File: src/rtl/data_bus_responder.sv
// Bridges the core's stalling data port onto a request/grant/response memory bus,
// one outstanding transaction at a time, with a read timeout and stale-response drain.
module data_bus_responder #(
    parameter int unsigned TIMEOUT  = 255,
    parameter logic [31:0] ERR_DATA = 32'hDEADBEEF
) (
    input  logic        clk,
    input  logic        rst,
    input  logic        ram_en,
    input  logic [3:0]  ram_write_en,
    input  logic [31:0] ram_addr,
    input  logic [31:0] ram_write_data,
    output logic [31:0] ram_read_data,
    output logic        stall,
    output logic        bus_req,
    output logic [3:0]  bus_we,
    output logic [31:0] bus_addr,
    output logic [31:0] bus_wdata,
    input  logic        bus_gnt,
    input  logic        bus_rvalid,
    input  logic [31:0] bus_rdata,
    output logic        bus_err,
    output logic [1:0]  state_dbg
);

    localparam int unsigned CW = ($clog2(TIMEOUT + 1) > 8) ? $clog2(TIMEOUT + 1) : 8;
    localparam logic [CW-1:0] TIMEOUT_C = CW'(TIMEOUT);

    typedef enum logic [1:0] {
        S_IDLE = 2'd0,
        S_REQ  = 2'd1,
        S_WAIT = 2'd2,
        S_DONE = 2'd3
    } state_t;

    state_t        state, state_n;
    logic          drain, drain_n;
    logic [CW-1:0] cnt, cnt_n;
    logic          req_n;
    logic [3:0]    we_n;
    logic [31:0]   addr_n, wdata_n, rdata_n;
    logic          err_n;
    logic          unused_addr_bits;

    assign unused_addr_bits = ^ram_addr[1:0];
    assign state_dbg        = state;

    always_ff @(posedge clk or negedge rst) begin
        if (!rst) begin
            state         <= S_IDLE;
            bus_req       <= 1'b0;
            bus_we        <= 4'd0;
            bus_addr      <= 32'd0;
            bus_wdata     <= 32'd0;
            ram_read_data <= 32'd0;
            bus_err       <= 1'b0;
            drain         <= 1'b0;
            cnt           <= '0;
        end else begin
            state         <= state_n;
            bus_req       <= req_n;
            bus_we        <= we_n;
            bus_addr      <= addr_n;
            bus_wdata     <= wdata_n;
            ram_read_data <= rdata_n;
            bus_err       <= err_n;
            drain         <= drain_n;
            cnt           <= cnt_n;
        end
    end

    always_comb begin
        state_n = state;
        req_n   = bus_req;
        we_n    = bus_we;
        addr_n  = bus_addr;
        wdata_n = bus_wdata;
        rdata_n = ram_read_data;
        err_n   = bus_err;
        drain_n = drain;
        cnt_n   = cnt;
        stall   = 1'b0;

        // The response owed to an aborted read is swallowed wherever it shows up.
        if (drain && bus_rvalid) begin
            drain_n = 1'b0;
        end

        case (state)
            S_IDLE: begin
                stall = ram_en;
                if (ram_en) begin
                    we_n    = ram_write_en;
                    addr_n  = {ram_addr[31:2], 2'b00};
                    wdata_n = ram_write_data;
                    req_n   = 1'b1;
                    state_n = S_REQ;
                end
            end
            S_REQ: begin
                stall = 1'b1;
                if (bus_gnt) begin
                    req_n   = 1'b0;
                    cnt_n   = CW'(1);
                    state_n = (bus_we != 4'd0) ? S_DONE : S_WAIT;
                end
            end
            S_WAIT: begin
                stall = 1'b1;
                // A live response beats a timeout landing in the same cycle.
                if (bus_rvalid && !drain) begin
                    rdata_n = bus_rdata;
                    state_n = S_DONE;
                end else if (cnt == TIMEOUT_C) begin
                    rdata_n = ERR_DATA;
                    err_n   = 1'b1;
                    drain_n = 1'b1;
                    state_n = S_DONE;
                end else begin
                    cnt_n = cnt + CW'(1);
                end
            end
            S_DONE: begin
                state_n = S_IDLE;
            end
            default: begin
                state_n = S_IDLE;
            end
        endcase
    end

endmodule

File: config.mk
export PLATFORM = sky130hd
export DESIGN_NAME = data_bus_responder
export DESIGN_NICKNAME = d
export VERILOG_FILES = /design/src/rtl/data_bus_responder.sv
export SDC_FILE = /design/constraint.sdc
export NUM_CORES = 1
export LEC_CHECK = 0
export ABC_CLOCK_PERIOD_IN_PS = 1660
export CORE_AREA = 4 4 95 142
export DETAILED_ROUTE_END_ITERATION = 6
export DIE_AREA = 0 0 99 146
export GPL_TIMING_DRIVEN = 0
export PLACE_DENSITY = 0.82
export SLEW_MARGIN = 25
export SYNTH_ARGS = -nofsm -noshare
export SYNTH_HDL_FRONTEND = slang
export SYNTH_SLANG_ARGS = --single-unit
File: constraint.sdc
create_clock -name clk -period 1.66 [get_ports clk]
set_input_delay 0.249 -clock clk [delete_from_list [all_inputs] [get_ports clk]]
set_output_delay 0.249 -clock clk [all_outputs]
set_load 0.005 [all_outputs]
; After elaboration in Yosys (flattened, before gate mapping)
; Index checks and enable logic that the tools add are counted.
[totals]
register_bits = 111
input_bits = 105
[classes]
n_addsub = 1
eq_ne = 9
muxes = 20
bitwise = 1
reduce_logical = 15
[op_table]
columns = operator, n
row1 = 32-bit 2-to-1 mux, 2
row2 = 8-bit 2-to-1 mux, 3
row3 = 8-bit one-hot mux with 2 select lines, 1
row4 = 3-bit AND reduction, 3
row5 = "8-bit by 1-bit adder with 8-bit output, second input constant", 1
row6 = "8-bit == test, second input constant", 1
row7 = 2-bit 2-to-1 mux, 4
row8 = "2-bit != test, second input constant", 4
row9 = 2-bit one-hot mux with 4 select lines, 1
row10 = 1-bit 2-to-1 mux, 7
row11 = 2-bit nonzero test, 3
row12 = "2-bit == test, second input constant", 2
row13 = 1-bit one-hot mux with 2 select lines, 2
row14 = 2-bit AND reduction, 2
row15 = 4-bit AND reduction, 1
row16 = 4-bit nonzero test, 1
row17 = "3-bit != test, second input constant", 1
row18 = "2-bit by 1-bit == test with 1-bit output, second input constant", 1
row19 = 1-bit logical AND, 2
row20 = 2-bit zero test, 1
row21 = 2-bit OR reduction, 1
row22 = 1-bit zero test, 1
row23 = 1-bit NOT, 1

; Depth between registers and ports, before layout
[logic_depth]
depth_word = 5
ltp_mapped = 8

; Least setup slack after synthesis
; Ideal clock, no wire load.
[synth_timing]
kind = register to register
start = register state[0], in the netlist state_dbg[0]
end = register cnt[7]
setup_time_ns = 0.118
arrival_ns = 1.615
t_required_ns = 1.542
setup_slack_ns = -0.073
stages_incl_launch_ff = 8
period_less_slack_ns = 1.733
cell_sequence = dfrtp_1 > inv_1 > ha_1 > buf_4 > nand3b_4 > o211ai_1 > or2_2 > a21o_1
[synth_between]
elab_chain_cells = 3
[synth_rtl]
columns = item, line_no
row1 = from (decl), 36  ; state_t state, state_n;
row2 = from (signal assigned), 60  ; state <= state_n;
row3 = 2-bit == test or 2-bit by 1-bit == test with 1-bit output (tied branches), 89  ; case (state)
row4 = 2-bit != test (no line) or 2-bit nonzero test (tied branches), -
row5 = 4-bit AND reduction (no line), -
row6 = to (signal assigned), 68  ; cnt <= cnt_n;
row7 = to (decl), 38  ; logic [CW-1:0] cnt, cnt_n;
; Parallel ways exist; a longest one is shown, timed or not.
; A chain may end at the register's enable or synchronous reset.

; Final worst setup path
[layout_timing]
start = register state[1], in the netlist state_dbg[1]
end = register cnt[7]
; The elaborated chain is that of the path after synthesis.

==> out/results.tsv <==
stage	metric	value	unit
floorplanning	die height	146	um
synthesis	Post-Syn Instances	299	
critical_path	Max Fanout on Critical Path	6	
floorplanning	Die X-Extent	99	um
synthesis	top-area cell type share of the netlist area	62.7	%
power_and_ir_drop	VDD IR-drop max	0.931	mV
sta	Final Critical Period	1650	ps
critical_path	worst path required time	1900	ps
drt	DRT antenna net count	0	
global_routing	GRT Overall Usage	17.2	%
finish	fraction of layout cells with a size suffix above 1	25.1	%
drt	first-pass iteration count of the detailed router	4	
drt	WL final	12200	um
drt	Iter 0 DRT Violations	83	
global_routing	vias in the first global route	3670	
cts	clock transition at the registers of the reported paths	80	ps
cts	Clock Path Buffers	2	
cts	Worst-Skew Late Latency	340	ps
sta	setup TNS	0	ps
critical_path	reg2reg setup slack	6	ps
sta	setup violators final	0	
critical_path	worst reg2reg path depth	6	
finish	commonest non-fill, non-tap cell in the layout	clkdlybuf4s50_1	
drt	via/cell ratio	4.92	
sta	RSZ-0062 raised after global routing	true	
sta	final hold violations	0	
global_routing	largest net degree at the start of global routing	59	
sta	Final Cycle Share	99.6	%
drt	WL/cell	17.5	um
sta	fin. max-slew vios	0	
placed_design	I/O Buffers	205	
critical_path	max incr delay on CP	400	ps
cts	clock buffer count from CTS	9	
global_routing	first-pass GRT wire length	19600	um
finish	most frequent cells in the layout	201 x clkdlybuf4s50_1, 110 x dfrtp_1, 67 x mux2_2, 22 x o22a_1, 16 x buf_4	
sta	worst-margin pin slew	505	ps
flow_run	max-cap check violation count	0	
synthesis	Synth cell types	44	
critical_path	Crit. End Element	flop	
critical_path	CP max stage cell	dfrtp_1	
power_and_ir_drop	Power Total	12700	uW
critical_path	Cell Chain, Critical Path	buf_6 -> ha_4 -> nand3b_4 -> o211ai_1 -> or2_4 -> a21o_1	
placed_design	DP Worst Slack	-302	ps
power_and_ir_drop	Pwr per Cell Area	1750	nW/um^2
critical_path	Startpoint Class	flop	
floorplanning	# rows	50	
global_routing	initial antenna violation count	0	
synthesis	Avg Cell Area, Syn	14.8	um^2
run_status	outcome	finished, final reports clean	
global_routing	total gr overflow	0	
cts	Root Buffer	clkbuf_16	
synthesis	asr flop ratio synth	100	%
critical_path	crit path kind	reg2reg	
synthesis	synth top area cells	dfrtp_1 63%, mux2_2 17%, o22a_1 4.3%	
synthesis	register area share after synthesis	62.7	%
cts	CTS tree	built	
floorplanning	die area	14500	um^2
placed_design	GPL Wtd Cong	0.803	
sta	fin worst setup slack	6.07	ps
synthesis	Primary FF master, synth	dfrtp_1	
cts	H-tree depth	3	
finish	area grow syn2layout	64.3	%
sta	Max-slew headroom	66.3	%
sta	fmax	0.605	GHz
cts	Sink Count	111	
synthesis	Cell Area, Synth	4430	um^2
synthesis	Post-synth EDFFs	0	
floorplanning	Ports	210	
floorplanning	Core Area	12300	um^2
finish	nets	644	
critical_path	Worst Path Arrival	1890	ps
drt	DRC Markers	0	
floorplanning	Starting Density	36.0	%
power_and_ir_drop	Static Leak	0.00309	uW
finish	n_diodes	0	
sta	worst clock skew	11.1	ps
synthesis	Syn. warnings	0	
placed_design	Post-DP HPWL	9360	um
synthesis	#FFs+latches synth	111	
drt	total vias in the final route	3417	
worst_hold_path	hold crit path type	in2async	
synthesis	area leader, netlist	dfrtp_1	
-- metrics by stage --
step                      hold WS (ps)  instance area, um^2  cells  util, %
after floorplan                  -46.6                 4440    300        -
after global placement             455                 6690    661     54.3
after detailed placement           228                 6720    662     54.5
after CTS                          422                 7190    689     58.3
after global routing               477                 7280    694     59.1
final                              417                 7280    694     59.1
-- Yosys cell counts, types with 2 or more instances --
cell type  count
clkbuf_1       4
nor2_1        10
nand3_1        4
buf_2          5
buf_4          3
o21ai_0        4
buf_6          2
o31ai_1        5
o22a_1        22
a21oi_1        2
mux2_2        67
and3_1         2
o2bb2ai_1      2
nand2_1        5
nor3_1         3
nand2b_1       3
a21o_1         2
a22o_1         9
dfrtp_1      111
inv_1          5
ha_1           6
-- routing by layer --
metal  part of all wire [%]  routed length [um]  GRT usage (%)
met2                     56                6850           31.3
met3                    6.3                 770           4.80
met5                      0                   0              0
met4                    3.4                 415           7.79
met1                     34                4130           18.0
-- area by class of cell --
class / count / area, um^2
timing repair buffer: 223 / 2220
multi-input combinational: 169 / 1650
clock inverter: 6 / 76.3
inverter: 6 / 25.0
buffer: 13 / 113
tap: 156 / 195
clock buffer: 10 / 229
fill: 974 / 5040
sequential: 111 / 2780
-- final timing paths --
check	end	startpoint
max	cnt[7]$_DFFE_PN0P_	state_dbg[1]$_DFFE_PN0P_
min	ram_read_data[29]$_DFFE_PN0P_	rst
max reg2reg	cnt[7]$_DFFE_PN0P_	state_dbg[1]$_DFFE_PN0P_
min reg2reg	ram_read_data[21]$_DFFE_PN0P_	ram_read_data[21]$_DFFE_PN0P_
max in group asynchronous	bus_addr[22]$_DFFE_PN0P_	rst
min in group clk	ram_read_data[21]$_DFFE_PN0P_	ram_read_data[21]$_DFFE_PN0P_
-- registers in the layout (all words and copies together), names as in the netlist --
signal         flops
bus_err            1
bus_req            1
ram_read_data     32
drain              1
bus_addr          30
bus_we             4
cnt                8
state_dbg          2
bus_wdata         32
-- cells by family (layout without fill, tap and decap cells) --
family / after synthesis / in the layout / synth area share (%)
multiplexers: 67 / 67 / 17.0
other: 1 / 2 / 0.0846
AND/OR/NAND/NOR: 36 / 36 / 5.03
flip-flops: 111 / 111 / 62.7
adder cells (fa/ha/maj): 7 / 7 / 1.92
XOR/XNOR: 1 / 1 / 0.198
buffers and inverters: 20 / 258 / 2.43
AO/OA/AOI/OAI: 56 / 56 / 10.6
-- where the power goes --
part	total [uW]	switching [uW]	internal, uW
registers	4660	697	3960
clock network	2210	1000	1200
logic	5880	2000	3880
total	12700	3700	9050
-- worst max-delay path: cells and delay by family (launching register included) --
kind / cells / cell delay [ps]
AND/OR/NAND/NOR: 2 / 430
flip-flops: 1 / 400
AO/OA/AOI/OAI: 2 / 380
adder cells (fa/ha/maj): 1 / 190
buffers and inverters: 1 / 140
-- what timing repair did --
action	in CTS	in global routing
buffers inserted	10	5
gates cloned	0	1
endpoints found under the hold margin	53	0
endpoints found under the setup margin	103	84
gates resized for setup	28	16
hold buffers	1	0
pin swaps	9	7
No activity file was read; power rests on OpenSTA's default activity.
